File: src/rtl/ctrl_sequencer.sv
// ctrl_sequencer: fetch/decode/execute control unit for the SimpleComputer datapath.
// It owns the instruction register. It also drives the one-hot bus strobes for the
// program counter, the memory, and the accumulator/ALU.
// Memory accesses complete on MRDY. A watchdog faults the unit when MRDY stays low too long.
//
// Ports
//   CLK      system clock (rising edge)
//   AR       synchronous active-high reset
//   DATA_IN  DATA bus value (memory read data)
//   MRDY     memory ready, completes the current read/write this cycle
//   ZF, NF   accumulator zero / negative flags
//   PCC      PC increment
//   POA      PC drives ADDR
//   PLA      PC loads from ADDR
//   POD      PC drives DATA (reserved, held 0)
//   PLD      PC loads from DATA (reserved, held 0)
//   IRA      IR operand field drives ADDR
//   MRD      memory read onto DATA
//   MWR      memory write from DATA
//   ACL      accumulator load
//   ACO      accumulator drives DATA
//   ALU_SUB  ALU subtract select (valid with ALU_EN)
//   ALU_EN   accumulator loads the ALU result instead of DATA
//   IR       instruction register
//   HALTED   in HALT or FAULT
//   FAULT    memory watchdog expired
//
// Strobes are decoded combinationally from state, IR, MRDY and the flags.
// This lets ACL assert in the same cycle that memory completes.
module ctrl_sequencer #(
  parameter int unsigned DATAW    = 16,
  parameter int unsigned ADDRW    = 8,
  parameter int unsigned WAIT_MAX = 15
) (
  input  logic             CLK,
  input  logic             AR,
  input  logic [DATAW-1:0] DATA_IN,
  input  logic             MRDY,
  input  logic             ZF,
  input  logic             NF,
  output logic             PCC,
  output logic             POA,
  output logic             PLA,
  output logic             POD,
  output logic             PLD,
  output logic             IRA,
  output logic             MRD,
  output logic             MWR,
  output logic             ACL,
  output logic             ACO,
  output logic             ALU_SUB,
  output logic             ALU_EN,
  output logic [DATAW-1:0] IR,
  output logic             HALTED,
  output logic             FAULT
);

  localparam int unsigned OPW  = 4;
  localparam int unsigned CNTW = 8;

  // Last count value before the watchdog fires on a further MRDY=0 cycle
  localparam logic [CNTW-1:0] CNT_LIMIT = CNTW'(WAIT_MAX - 1);

  localparam logic [OPW-1:0] OP_NOP = 4'h0;
  localparam logic [OPW-1:0] OP_LDA = 4'h1;
  localparam logic [OPW-1:0] OP_STA = 4'h2;
  localparam logic [OPW-1:0] OP_ADD = 4'h3;
  localparam logic [OPW-1:0] OP_SUB = 4'h4;
  localparam logic [OPW-1:0] OP_JMP = 4'h5;
  localparam logic [OPW-1:0] OP_JZ  = 4'h6;
  localparam logic [OPW-1:0] OP_JN  = 4'h7;
  localparam logic [OPW-1:0] OP_HLT = 4'hF;

  // Elaboration guards: operand field must fit under the opcode, watchdog fits the counter
  if (ADDRW + OPW > DATAW) begin : g_bad_addrw
    $error("ctrl_sequencer: ADDRW too wide for DATAW");
  end
  if (WAIT_MAX < 1 || WAIT_MAX > 255) begin : g_bad_wait_max
    $error("ctrl_sequencer: WAIT_MAX must be 1..255");
  end

  typedef enum logic [2:0] {
    ST_FETCH  = 3'd0,
    ST_DECODE = 3'd1,
    ST_EX_MEM = 3'd2,
    ST_EX_JMP = 3'd3,
    ST_HALT   = 3'd4,
    ST_FAULT  = 3'd5
  } state_t;

  state_t            state_q, state_d;
  logic [DATAW-1:0]  ir_q, ir_d;
  logic [CNTW-1:0]   cnt_q, cnt_d;
  logic [OPW-1:0]    opcode;

  assign opcode = ir_q[DATAW-1 -: OPW];
  assign IR     = ir_q;

  // State register, instruction register and watchdog counter
  always_ff @(posedge CLK) begin
    if (AR) begin
      state_q <= ST_FETCH;
      ir_q    <= '0;
      cnt_q   <= '0;
    end else begin
      state_q <= state_d;
      ir_q    <= ir_d;
      cnt_q   <= cnt_d;
    end
  end

  // Next-state logic.
  // The counter defaults to 0, so it clears on MRDY, on any state change,
  // and outside the two memory-waiting states.
  always_comb begin
    state_d = state_q;
    ir_d    = ir_q;
    cnt_d   = '0;
    unique case (state_q)
      ST_FETCH: begin
        if (MRDY) begin
          ir_d    = DATA_IN;
          state_d = ST_DECODE;
        end else if (cnt_q == CNT_LIMIT) begin
          state_d = ST_FAULT;
        end else begin
          cnt_d = cnt_q + CNTW'(1);
        end
      end
      ST_DECODE: begin
        unique case (opcode)
          OP_LDA, OP_STA, OP_ADD, OP_SUB: state_d = ST_EX_MEM;
          OP_JMP:                         state_d = ST_EX_JMP;
          OP_JZ:                          state_d = ZF ? ST_EX_JMP : ST_FETCH;
          OP_JN:                          state_d = NF ? ST_EX_JMP : ST_FETCH;
          OP_HLT:                         state_d = ST_HALT;
          default:                        state_d = ST_FETCH;
        endcase
      end
      ST_EX_MEM: begin
        if (MRDY) begin
          state_d = ST_FETCH;
        end else if (cnt_q == CNT_LIMIT) begin
          state_d = ST_FAULT;
        end else begin
          cnt_d = cnt_q + CNTW'(1);
        end
      end
      ST_EX_JMP: state_d = ST_FETCH;
      ST_HALT:   state_d = ST_HALT;
      ST_FAULT:  state_d = ST_FAULT;
      default:   state_d = ST_FETCH;
    endcase
  end

  // Output decode; every strobe is suppressed while AR is high
  always_comb begin
    PCC     = 1'b0;
    POA     = 1'b0;
    PLA     = 1'b0;
    POD     = 1'b0;
    PLD     = 1'b0;
    IRA     = 1'b0;
    MRD     = 1'b0;
    MWR     = 1'b0;
    ACL     = 1'b0;
    ACO     = 1'b0;
    ALU_SUB = 1'b0;
    ALU_EN  = 1'b0;
    HALTED  = (state_q == ST_HALT) || (state_q == ST_FAULT);
    FAULT   = (state_q == ST_FAULT);
    if (!AR) begin
      unique case (state_q)
        ST_FETCH: begin
          POA = 1'b1;
          MRD = 1'b1;
        end
        ST_DECODE: PCC = 1'b1;
        ST_EX_MEM: begin
          IRA = 1'b1;
          unique case (opcode)
            OP_LDA: begin
              MRD = 1'b1;
              ACL = MRDY;
            end
            OP_STA: begin
              ACO = 1'b1;
              MWR = 1'b1;
            end
            OP_ADD, OP_SUB: begin
              MRD     = 1'b1;
              ALU_EN  = 1'b1;
              ALU_SUB = (opcode == OP_SUB);
              ACL     = MRDY;
            end
            default: ;
          endcase
        end
        ST_EX_JMP: begin
          IRA = 1'b1;
          PLA = 1'b1;
        end
        default: ;
      endcase
    end
  end

endmodule

File: config.mk
export PLATFORM = sky130hd
export DESIGN_NAME = ctrl_sequencer
export DESIGN_NICKNAME = d
export VERILOG_FILES = /design/src/rtl/ctrl_sequencer.sv
export SDC_FILE = /design/constraint.sdc
export NUM_CORES = 1
export LEC_CHECK = 0
export ABC_AREA = 1
export CELL_PAD_IN_SITES_DETAIL_PLACEMENT = 0
export CELL_PAD_IN_SITES_GLOBAL_PLACEMENT = 1
export CORE_MARGIN = 3
export CORE_UTILIZATION = 32
export DETAILED_ROUTE_END_ITERATION = 7
export GPL_TIMING_DRIVEN = 0
export HOLD_SLACK_MARGIN = 0.15
export PLACE_DENSITY_LB_ADDON = 0.1
export SLEW_MARGIN = 0
export SYNTH_ARGS = -nofsm -noshare
export SYNTH_HDL_FRONTEND = slang
export SYNTH_SLANG_ARGS = --single-unit
File: constraint.sdc
create_clock -name CLK -period 3.1 [get_ports CLK]
set_input_delay 0.62 -clock CLK [delete_from_list [all_inputs] [get_ports CLK]]
set_output_delay 0.62 -clock CLK [all_outputs]
set_load 0.005 [all_outputs]
==> impl_results.md <==
* Period utilisation layout at 0.854
* Min Tclk post-route at 2.65 ns
* Die Wd at a little over 70 um
* Final WL at between 3000 and 4000 um
* CTS buffer count at 3
* CTS tree: done
* Post-DRT Antenna Nets at 0
* Worst Setup EP: ACL
* Std cell rows at 22
* Worst Setup SP: MRDY
* Maximum buffer depth of the clock tree at 2
* Largest net degree at the start of global routing at 16
* Skew-Pair Late Insertion Delay at ~0.27 ns
* Critical Path Start Type: primary input
* GRT Total Usage at 0.132
* Outcome: completed
* Commonest non-fill, non-tap cells in the layout: clkdlybuf4s50_1 (47), inv_1 (29), dfxtp_1 (27)
* Vert. Die Dim at ~70 um
* Number of DRC markers in iteration 0 at 41
* YS warnings at 0
* Post-Layout Cell Count at approximately 280
* Nets at between 200 and 300
* Diode count at 0
* RSZ-0062 raised after global routing: false
* Endpoints failing setup at 0
* Vias in the first global route at 1,248
* Max Clock Skew at between 0.006 and 0.007 ns
* Number of H-tree levels at 1
* Fmax at about 380 MHz
* Leakage at approximately 0.77 nW
* Mapped cell area at 1340 um^2
* Total number of vias at between 1k and 1.5k
* Gate Count Post-Synth at between 150 and 200
* Setup TNS at 0 ns
* Max_cap viols at 0
* P per Cell Area at 390 nW/um^2
* Number of post-CTS setup repair buffers at 0
* Combinational power share at 0.212
* Post-synth top area cell: dfxtp_1
* Post-DP HPWL at 2510 um
* Adder-Cell Fraction of Synth Area at 0.0187
* Worst path arrival time at between 2 and 2.5 ns
* Cell count after placement at 279
* DR DRC count at 0
* Clock slew at reported path FFs at approximately 0.1 ns
* DR vias/cell at ~4.5
* RR Startpoint: cnt_q[0]$_SDFF_PP0_
* WHS at between 0.4 and 0.5 ns
* Die area at roughly 5000 um^2
* HP Class: reg -> reg
* Clock root buffer master: clkbuf_8
* RD Place Congestion at just over 0.7
* Compound-cell area share of the yosys netlist at 0.148
* Final Hold Fails at 0
* IO Port Bufs at 47
* Commonest non-fill, non-tap cell in the layout: clkdlybuf4s50_1
* Fillcell total at about 390
* Clock Power Share at 0.270
* Maximum fanout along the worst path at 5
* P_sw at between 150 and 200 uW
* Crit Path Category: in -> out
* Initial antenna violation count at 0
* Total global routing overflow at 0
* Core Area at 3850 um^2
* First-pass GRT wire length at 5460 um
* Sw Ratio at 0.265
* First-pass iteration count of the detailed router at 4
* WL/cell at around 11 um
* Largest family of logic cells by synthesized area: simple AND/OR/NAND/NOR gates
* Cts hold-fix bufs at 0
* Post-synthesis mux area share at 0
* # clock sinks at 27
* Xor and xnor area share after synthesis at 0.0327
* # resized after CTS at 0
* Starting Density at 0.348
* Synthesized-area fraction occupied by and/or/nand/nor cells at 0.267
* Yosys top cell area share at 0.403
* Sequential fraction of the synthesis area at 0.403
* CP endpoint kind: primary output
* Worst reg-to-reg setup slack at approximately 1.8 ns
* Synthesis-to-finish area growth at 43.3%
* Final Slew Violations at 0
* FF+latch count, synth at 27
* Seq pwr share at 0.518
* Ratio of cells with drive above 1 in the final layout at 0.0979
* Avg Inst Size Synth at roughly 7.3 um^2
* Worst VDD drop at 0.000181 V
* Worst R2R End: cnt_q[5]$_SDFF_PP0_
* WP data required at approximately 2.5 ns
* I/O pin count at just over 50
* Synth area leaders: dfxtp_1 (40%), inv_1 (8.1%), a21oi_1 (7.5%), nor2_1 (6.2%), nand2_1 (5.6%)
* Post-synth cell types at 27
* P_int at ~550 uW
* Worst R2R Path Depth at 6
worst min path at each step:
stage | startpoint | to | slack, ns | cells after the start
final | IR[11]$_SDFFE_PP0P_ | IR[11]$_SDFFE_PP0P_ | 0.45 | 2
after global routing | IR[6]$_SDFFE_PP0P_ | IR[6]$_SDFFE_PP0P_ | 0.48 | 2
after global placement | IR[5]$_SDFFE_PP0P_ | IR[5]$_SDFFE_PP0P_ | 0.43 | 2
after CTS | IR[11]$_SDFFE_PP0P_ | IR[11]$_SDFFE_PP0P_ | 0.45 | 2
after detailed placement | IR[11]$_SDFFE_PP0P_ | IR[11]$_SDFFE_PP0P_ | 0.43 | 2
after floorplan | IR[5]$_SDFFE_PP0P_ | IR[5]$_SDFFE_PP0P_ | 0.44 | 2
Yosys cell counts:
library cell,number
nor3b_2,1
nor2_2,1
and3b_1,1
xnor2_1,1
nand3_1,12
nor3_1,3
nand2_1,20
ha_1,2
dfxtp_1,27
xor2_1,4
nand3_2,2
inv_1,29
o21ai_1,7
nor2_1,22
nand2_2,1
buf_4,6
inv_2,2
o21ai_0,11
nor4_1,1
nand3_4,1
conb_1,1
a21oi_1,20
nand3b_1,2
nor3_2,1
buf_2,2
nor2_4,2
o21bai_1,1
metrics by stage:
step	instance area (um^2)	worst slack (ns)	util	total power, mW
4_1_cts	1920	0.439	0.498	0.764
5_1_grt	1920	0.347	0.498	0.801
6_report	1920	0.453	0.498	0.748
3_5_place_dp	1870	0.442	0.486	0.558
3_3_place_gp	1870	0.431	0.486	0.554
2_1_floorplan	1340	1.20	-	0.468
layer usage:
layer  track usage  part of all wire  wire (um)
met5             0                 0          0
met4        0.0438             0.011         34
met3        0.0398             0.071        223
met2         0.226              0.47       1460
met1         0.156              0.45       1400
final cells by class:
class                      count  area [um^2]  area share
inverter                      31          116      0.0606
clock buffer                   3         41.3      0.0215
buffer                         8         55.1      0.0287
clock inverter                 1         5.00     0.00261
multi-input combinational    118          632       0.329
tap                           48         60.1      0.0313
timing repair buffer          47          470       0.245
sequential                    27          541       0.281
registers in the layout, indices dropped and copies added (netlist names):
name     flops
IR          16
cnt_q        8
state_q      3
worst max-delay path, stage by stage:
cell and delay, ns:
clkdlybuf4s50_1 0.55, inv_1 0.14, nor3b_2 0.20, clkdlybuf4s50_1 0.52
logic make-up after synthesis:
| family | count (synthesis) |
|---|---|
| flip-flops | 27 |
| AND/OR/NAND/NOR | 70 |
| AO/OA/AOI/OAI | 39 |
| buffers and inverters | 39 |
| other | 1 |
| XOR/XNOR | 5 |
| adder cells (fa/ha/maj) | 2 |
power groups by stage:
stage / sequential (mW) / combinational [mW] / clock [mW]
global route: 0.392 / 0.178 / 0.231
finish: 0.388 / 0.159 / 0.202
global placement: 0.394 / 0.159 / 0
CTS: 0.388 / 0.162 / 0.213
detailed placement: 0.396 / 0.162 / 0
floorplan: 0.395 / 0.0726 / 0
(Power assumes the default switching activity.)
